--- src/rtl/mem_port_arbiter.sv ---
// mem_port_arbiter: shares one word-wide block RAM between instruction fetch and load/store
module mem_port_arbiter #(
  parameter int RAM_AW = 11,
  parameter int DATA_STREAK_MAX = 4
) (
  input  logic              clk,
  input  logic              rst,
  input  logic              i_if_req,
  input  logic [31:0]       i_if_addr,
  output logic              o_if_gnt,
  output logic              o_if_rsp_valid,
  output logic [31:0]       o_if_rsp_data,
  output logic              o_if_err,
  input  logic              i_ls_req,
  input  logic              i_ls_we,
  input  logic [1:0]        i_ls_size,
  input  logic [31:0]       i_ls_addr,
  input  logic [31:0]       i_ls_wdata,
  output logic              o_ls_gnt,
  output logic              o_ls_rsp_valid,
  output logic [31:0]       o_ls_rsp_data,
  output logic              o_ls_err,
  output logic              o_ram_clk_en,
  output logic              o_ram_read_enable,
  output logic [RAM_AW-1:0] o_ram_read_addr,
  output logic [3:0]        o_ram_write_enable,
  output logic [3:0]        o_ram_byte_enable,
  output logic [RAM_AW-1:0] o_ram_write_addr,
  output logic [31:0]       o_ram_write_data,
  input  logic [31:0]       i_ram_read_data
);
  localparam int SW = $clog2(DATA_STREAK_MAX + 1);
  localparam logic [SW-1:0] STREAK_MAX = SW'(DATA_STREAK_MAX);
  typedef enum logic [2:0] {IDLE, RD_IF, RD_LS, WR_ACK, ERR_IF, ERR_LS} state_t;
  state_t state, state_nxt;
  logic [SW-1:0] streak, streak_nxt;
  logic if_win, ls_win, if_bad, ls_bad, rd_if, rd_ls, wr_ls;
  logic [3:0] be;
  logic [31:0] wdata_rep;
  logic [RAM_AW-1:0] if_waddr, ls_waddr;
  assign if_waddr = i_if_addr[RAM_AW+1:2];
  assign ls_waddr = i_ls_addr[RAM_AW+1:2];
  assign if_bad = (i_if_addr[1:0] != 2'b00) || (i_if_addr[31:RAM_AW+2] != '0);
  assign ls_bad = (i_ls_size == 2'b11) || (i_ls_size == 2'b01 && i_ls_addr[0])
               || (i_ls_size == 2'b10 && i_ls_addr[1:0] != 2'b00) || (i_ls_addr[31:RAM_AW+2] != '0);
  // LS has priority until IF has waited out the full streak; nothing is granted while in reset
  assign ls_win = rst && state == IDLE && i_ls_req && !(i_if_req && streak == STREAK_MAX);
  assign if_win = rst && state == IDLE && i_if_req && !ls_win;
  assign rd_if = if_win && !if_bad;
  assign rd_ls = ls_win && !ls_bad && !i_ls_we;
  assign wr_ls = ls_win && !ls_bad && i_ls_we;
  assign be = i_ls_size == 2'b00 ? 4'b0001 << i_ls_addr[1:0]
            : i_ls_size == 2'b01 ? 4'b0011 << i_ls_addr[1:0] : 4'b1111;
  assign wdata_rep = i_ls_size == 2'b00 ? {4{i_ls_wdata[7:0]}}
                   : i_ls_size == 2'b01 ? {2{i_ls_wdata[15:0]}} : i_ls_wdata;
  // state and fairness-streak registers
  always_ff @(posedge clk or negedge rst) begin
    if (!rst) begin
      state  <= IDLE;
      streak <= '0;
    end else begin
      state  <= state_nxt;
      streak <= streak_nxt;
    end
  end
  // every grant leads to a one-cycle response state; the streak only counts LS wins that made IF wait
  always_comb begin
    state_nxt  = IDLE;
    streak_nxt = streak;
    if (if_win) begin
      state_nxt  = if_bad ? ERR_IF : RD_IF;
      streak_nxt = '0;
    end else if (ls_win) begin
      state_nxt  = ls_bad ? ERR_LS : i_ls_we ? WR_ACK : RD_LS;
      streak_nxt = !i_if_req ? '0 : streak == STREAK_MAX ? streak : streak + SW'(1);
    end else if (state == IDLE && !i_if_req) begin
      streak_nxt = '0;
    end
  end
  // RAM strobes only on legal grants; responses decoded from the response state
  always_comb begin
    o_if_gnt           = if_win;
    o_ls_gnt           = ls_win;
    o_ram_read_enable  = rd_if || rd_ls;
    o_ram_clk_en       = rd_if || rd_ls;
    o_ram_read_addr    = rd_if ? if_waddr : rd_ls ? ls_waddr : '0;
    o_ram_write_enable = wr_ls ? be : 4'b0000;
    o_ram_byte_enable  = wr_ls ? be : 4'b0000;
    o_ram_write_addr   = wr_ls ? ls_waddr : '0;
    o_ram_write_data   = wr_ls ? wdata_rep : 32'h0;
    o_if_rsp_valid     = state == RD_IF || state == ERR_IF;
    o_if_rsp_data      = state == RD_IF ? i_ram_read_data : 32'h0;
    o_if_err           = state == ERR_IF;
    o_ls_rsp_valid     = state == RD_LS || state == WR_ACK || state == ERR_LS;
    o_ls_rsp_data      = state == RD_LS ? i_ram_read_data : 32'h0;
    o_ls_err           = state == ERR_LS;
  end
endmodule

--- config.mk ---
export PLATFORM = sky130hd
export DESIGN_NAME = mem_port_arbiter
export DESIGN_NICKNAME = d
export VERILOG_FILES = /design/src/rtl/mem_port_arbiter.sv
export SDC_FILE = /design/constraint.sdc
export NUM_CORES = 1
export LEC_CHECK = 0
export ABC_AREA = 1
export CAP_MARGIN = 15
export CELL_PAD_IN_SITES_DETAIL_PLACEMENT = 1
export CELL_PAD_IN_SITES_GLOBAL_PLACEMENT = 2
export CORE_MARGIN = 2
export CORE_UTILIZATION = 11
export DETAILED_ROUTE_END_ITERATION = 8
export PLACE_DENSITY_LB_ADDON = 0.1
export REMOVE_ABC_BUFFERS = 1
export SLEW_MARGIN = 20
export SYNTH_ARGS = -nofsm -noshare
export SYNTH_HDL_FRONTEND = slang
export SYNTH_SLANG_ARGS = --single-unit
--- constraint.sdc ---
create_clock -name clk -period 2.29 [get_ports clk]
set_input_delay 0.3435 -clock clk [delete_from_list [all_inputs] [get_ports clk]]
set_output_delay 0.3435 -clock clk [all_outputs]
set_load 0.005 [all_outputs]
; After elaboration in Yosys (flattened, before gate mapping)
; Index checks and enable logic that the tools add are counted.
[totals]
elab_cells = 71
ramBits = 0
mem_bits_ro = 0
latchBits = 0
memories = 0
reg_bits = 6
[classes]
n_mul = 0
n_lt_le_gt_ge = 0
muxes = 21
n_addsub = 1
n_div = 0
shifts = 2
n_reduce_logical = 35
eq_ne = 10
bitwise = 0
[ops]
columns = op, count
row1 = $mux 32, 5
row2 = $reduce_bool 19->1, 2
row3 = $mux 11, 3
row4 = $mux 3, 9
row5 = $logic_and 1x1->1, 13
row6 = $mux 4, 3
row7 = $eq 3x3->1 const B, 3
row8 = $logic_or 1x1->1, 8
row9 = $eq 3x2->1 const B, 2
row10 = $logic_not 1->1, 6
row11 = $eq 2x2->1 const B, 2
row12 = $ne 4x4->1 const B, 1
row13 = $reduce_bool 2->1, 2
row14 = $shl 1x2->4 const A, 1
row15 = $shl 2x2->4 const A, 1
row16 = $add 3x1->3 const B, 1
row17 = $eq 3x1->1 const B, 1
row18 = $logic_not 3->1, 1
row19 = $reduce_bool 3->1, 1
row20 = $eq 2x1->1 const B, 1
row21 = $logic_not 2->1, 1
row22 = $reduce_and 2->1, 1
row23 = $mux 1, 1

; Logic depth before layout (Yosys ltp)
[logic_depth]
ltp_word = 10
ltp_mapped = 11
depth_no_buf = 10

; Least setup slack after synthesis
; No wires, ideal clock.
[synth_timing]
path_kind = reg-to-output
startpoint = reg streak[0]
endpoint = out o_ram_write_enable[0]
path_stages_with_launch = 10
arrival_ps = 1476
required_time_ps = 1947
path_buffers = 2
slack_ps = 471
path_cell_list = dfrtp_1 > inv_1 > ha_1 > nand3_1 > nand2_1 > nor2_4 > nand3_2 > buf_6 > a21oi_1 > buf_4
[synth_via]
elab_chain_len = 7
[synth_rtl]
columns = item, line
row1 = from (decl), 36  ; logic [SW-1:0] streak, streak_nxt;
row2 = from (signal assigned), 63  ; streak <= streak_nxt;
row3 = $eq 3x3->1, 47  ; assign ls_win = rst && state == IDLE && i_ls_req && !(i_if_req && streak == STREAK_MAX);
row4 = $logic_and 1x1->1, 47
row5 = $logic_not 1->1, 47
row6 = $logic_and 1x1->1, 47
row7 = net o_ls_gnt, 19  ; output logic o_ls_gnt,
row8 = $logic_and 1x1->1 (2 in series), 51  ; assign wr_ls = ls_win && !ls_bad && i_ls_we;
row9 = $mux 4, -
row10 = to (decl), 26  ; output logic [3:0] o_ram_write_enable,
; The timed path passes the listed nets, and every way through them passes these cells.

; Final worst setup path
[layout_timing]
startpoint = reg state[0]
endpoint = out o_ram_read_addr[9]
[layout_via]
elab_chain_len = 8
word_cells_on_any_way = 12
classes_between = 2 x mux / 10 x reduce/logical
[layout_rtl]
columns = item, line
row1 = from (decl), 35  ; state_t state, state_nxt;
row2 = from (signal assigned), 62  ; state <= state_nxt;
row3 = $logic_not 3->1 *, "47, 48"
row4 = $logic_and 1x1->1 *, "47, 48"
row5 = $logic_and 1x1->1 (2 in series), 47
row6 = $logic_and 1x1->1 / $logic_not 1->1 (equally long branches), "50, 48"
row7 = "$logic_and 1x1->1, on equally long branches", "50, 48"
row8 = $mux 11 / $logic_and 1x1->1 (equally long branches), "86, 49"
row9 = $mux 11 *, 86  ; o_ram_read_addr = rd_if ? if_waddr : rd_ls ? ls_waddr : '0;
row10 = to (decl), 25  ; output logic [RAM_AW-1:0] o_ram_read_addr,
; Every way passes the cells marked *; elsewhere a longest branch is shown, timed or not.

==> summary.md <==
| Metric | Value |
|---|---|
| Final instance area | `5640 µm²` |
| CTS Hold Bufs | `0` |
| Hold Path Class | `in2async` |
| DRT antenna net count | `0` |
| Post-synth EDFFs | `0` |
| Die span in y | `141 µm` |
| Fin. Hold Viols | `0` |
| Initial DRC Count | `78` |
| Setup WS post-layout | `88.7 ps` |
| Max FO, Critical Path | `6` |
| Worst setup path category | `reg2out` |
| Placed instance area | `5290 µm²` |
| Compound-Gate Fraction of Synth Area | `10.6%` |
| WL final | `13.3 mm` |
| Post-synthesis adder-cell area fraction | `3.61%` |
| All-Layer GR Usage | `12.8%` |
| Cells after Synth | `392` |
| Initial antenna violation count | `0` |
| Crit Reg-Reg Endpoint | `state[0]` |
| Finished Layout Cells | `952` |
| Worst R2R Start | `state[0]` |
| Layout Utilization | `30.3%` |
| Leakage | `2.92 nW` |
| Reg2reg path depth | `9` |
| Clk_lat worst skew | `230 ps` |
| Max frequency | `454 MHz` |
| Worst Path Required | `1950 ps` |
| Cell variety after synth | `30` |
| Yosys reg bits | `6` |
| Synth Area in XOR/XNOR | `0.421%` |
| Cell area after synthesis | `2080 µm²` |
| Die W | `141 µm` |
| Status | `completed` |
| DP Worst Slack | `-584 ps` |
| Setup TNS | `0 ps` |
| Detailed Place HPWL | `10.9 mm` |
| H-tree levels | `1` |
| Core ar. | `18600 µm²` |
| Final nets | `861` |
| Final Setup Violations | `0` |
| Root Driver | `clkbuf_16` |
| Synth Area in Simple Gates | `56.2%` |
| Mux cell area share after synthesis | `0%` |
| Clk sink count | `6` |
| IO Port Bufs | `268` |
| Startpoint types | `flop` |
| Share of cells above drive strength 1 | `31.5%` |
| Initial core utilization | `11.2%` |
| Yosys warns | `0` |
| First-pass GRT wire length | `20.6 mm` |
| Pre-antenna DRT Iters | `4` |
| Skew final | `2.30 ps` |
| Cts bufs inserted | `3` |
| Largest net degree at the start of global routing | `34` |
| CTS max path bufs | `2` |
| Syn-to-layout area delta | `171%` |
| Endpoint class of the critical path | `output port` |
| Tmin final | `2200 ps` |
| Slew of the pin with the lowest slew margin | `305 ps` |
| Die area | `20000 µm²` |
| Max Cap Viol | `0` |
| CTS clk-pin slew, worst paths | `30 ps` |
| Synth async-reset ratio | `100%` |
| Vias in the first global route | `3765` |
| Max IR drop VDD | `0.145 mV` |
| Core Rows | `50` |
| Total Power | `1.03 mW` |
| Inst Count DP | `922` |
| Total grt overflow | `0` |
| CP arrival | `1860 ps` |
| Pwr dens | `183 nW/µm²` |
| Diode count | `0` |
| Tcrit/Tclk final | `96.1%` |
| Worst slew margin | `79.4%` |
| R2r setup slk | `750 ps` |
| Sequential area share after synthesis | `7.22%` |
| Residual DRC count | `0` |
| Drt wl/cell | `14.0 µm` |
| Primary FF master, synth | `dfrtp_1` |
| Largest family of logic cells by synthesized area | `simple AND/OR/NAND/NOR gates` |
| Slew Viols, Final | `0` |
| GP Congestion | `0.714` |
| Vias | `3497` |
| Vias per cell | `3.67` |
| Avg Inst Size Synth | `5.30 µm²` |
| Hold slack | `246 ps` |
| IO Pins | `269` |
| TritonCTS clock tree | `done` |
sequential cells by signal (all words and copies together), names as in the netlist:
signal,cells
streak,3
state,3
cell type report:
cell class,instances,area [µm²]
Sequential cell,6,150
Tap cell,234,293
Fill cell,2332,13000
Inverter,73,279
Timing Repair Buffer,346,3160
Multi-Input combinational cell,290,1690
Clock buffer,3,75.1
worst max path at each step:
stage	startpoint	endpoint	depth (start not counted)	slack [ps]
after detailed placement	i_ls_addr[0]	o_ram_clk_en	11	-580
final	state[0]	o_ram_read_addr[9]	11	90
after CTS	i_if_addr[24]	o_ram_read_addr[7]	12	2
after global routing	state[2]	o_if_rsp_data[18]	6	-2
after global placement	i_ls_addr[0]	o_ram_read_addr[3]	13	-570
after floorplan	streak[0]	o_ram_byte_enable[0]	7	-640
repair_timing:
item,4_1_cts,5_1_grt
gates resized for setup,293,75
setup endpoints to repair,64,82
gates cloned,4,0
pin swaps,34,39
buffers inserted,26,4
synthesized netlist by cell type, types with 2 or more instances:
| cell type | number | area (µm²) |
|---|---|---|
| nor2_1 | 136 | 510 |
| inv_1 | 69 | 259 |
| nand2_1 | 57 | 214 |
| nor2_4 | 24 | 270 |
| a21oi_1 | 23 | 115 |
| nor2_2 | 12 | 75.1 |
| clkbuf_1 | 8 | 30.0 |
| nand3_1 | 8 | 40.0 |
| buf_4 | 7 | 52.6 |
| dfrtp_1 | 6 | 150 |
| ha_1 | 6 | 75.1 |
| a211oi_1 | 5 | 37.5 |
| buf_6 | 4 | 45.0 |
| o21ai_0 | 4 | 20.0 |
| nand2_2 | 3 | 18.8 |
| o22ai_1 | 3 | 18.8 |
| buf_12 | 2 | 40.0 |
| buf_2 | 2 | 10.0 |
| inv_2 | 2 | 7.51 |
routing by layer:
layer / wire length [µm] / vias to the layer above / global-route usage [%]
met4: 102 / 0 / 1.32
li1: - / 1800 / -
met5: 0 / - / 0
met2: 6680 / 159 / 23.9
met3: 1200 / 8 / 3.85
met1: 5310 / 1530 / 14.8
power by group:
group,internal (mW),switching [mW],leakage [nW]
Clock,0.224,0.0572,0.0370
Sequential,0.114,0.00544,0.0813
Combinational,0.376,0.255,2.80
Total,0.714,0.318,2.92
kinds of logic (layout without fill, tap and decap cells):
family,count (synthesis),count (layout)
AOI/OAI and AO/OA,39,39
xor gates and xnor gates,1,1
adders and majority gates,6,6
buffers and inverters,96,422
DFF,6,6
and+or+nand+nor,244,244
worst max-delay path, stage by stage (launching register included):
cell     delay, ps
dfrtp_1        390
nor2_4         170
nand3_4        110
nor2_4         130
nand2_4         70
nor2_4         240
buf_12         160
buf_12         100
nor2_2          30
nand2_1         50
nand2_1         50
buf_2          130
placed cells by master (no fill, tap or decap), types with 2 or more instances in the layout:
cell,n
a21oi_2,4
clkbuf_2,10
buf_4,57
nand2_1,54
nand3_4,3
nor2_1,115
nand3_1,6
nand2_4,3
dfrtp_1,6
buf_12,4
inv_1,63
o21ai_0,4
clkbuf_16,3
clkdlybuf4s50_1,159
a211oi_1,5
nor2_2,22
nor2_4,35
ha_4,2
nand2_2,3
buf_6,17
dlymetal6s2s_1,24
a21oi_1,19
dlygate4sd2_1,24
ha_1,4
buf_2,46
inv_2,8
clkdlybuf4s15_1,2
o22ai_1,2
No activity file was read; power rests on OpenSTA's default activity.
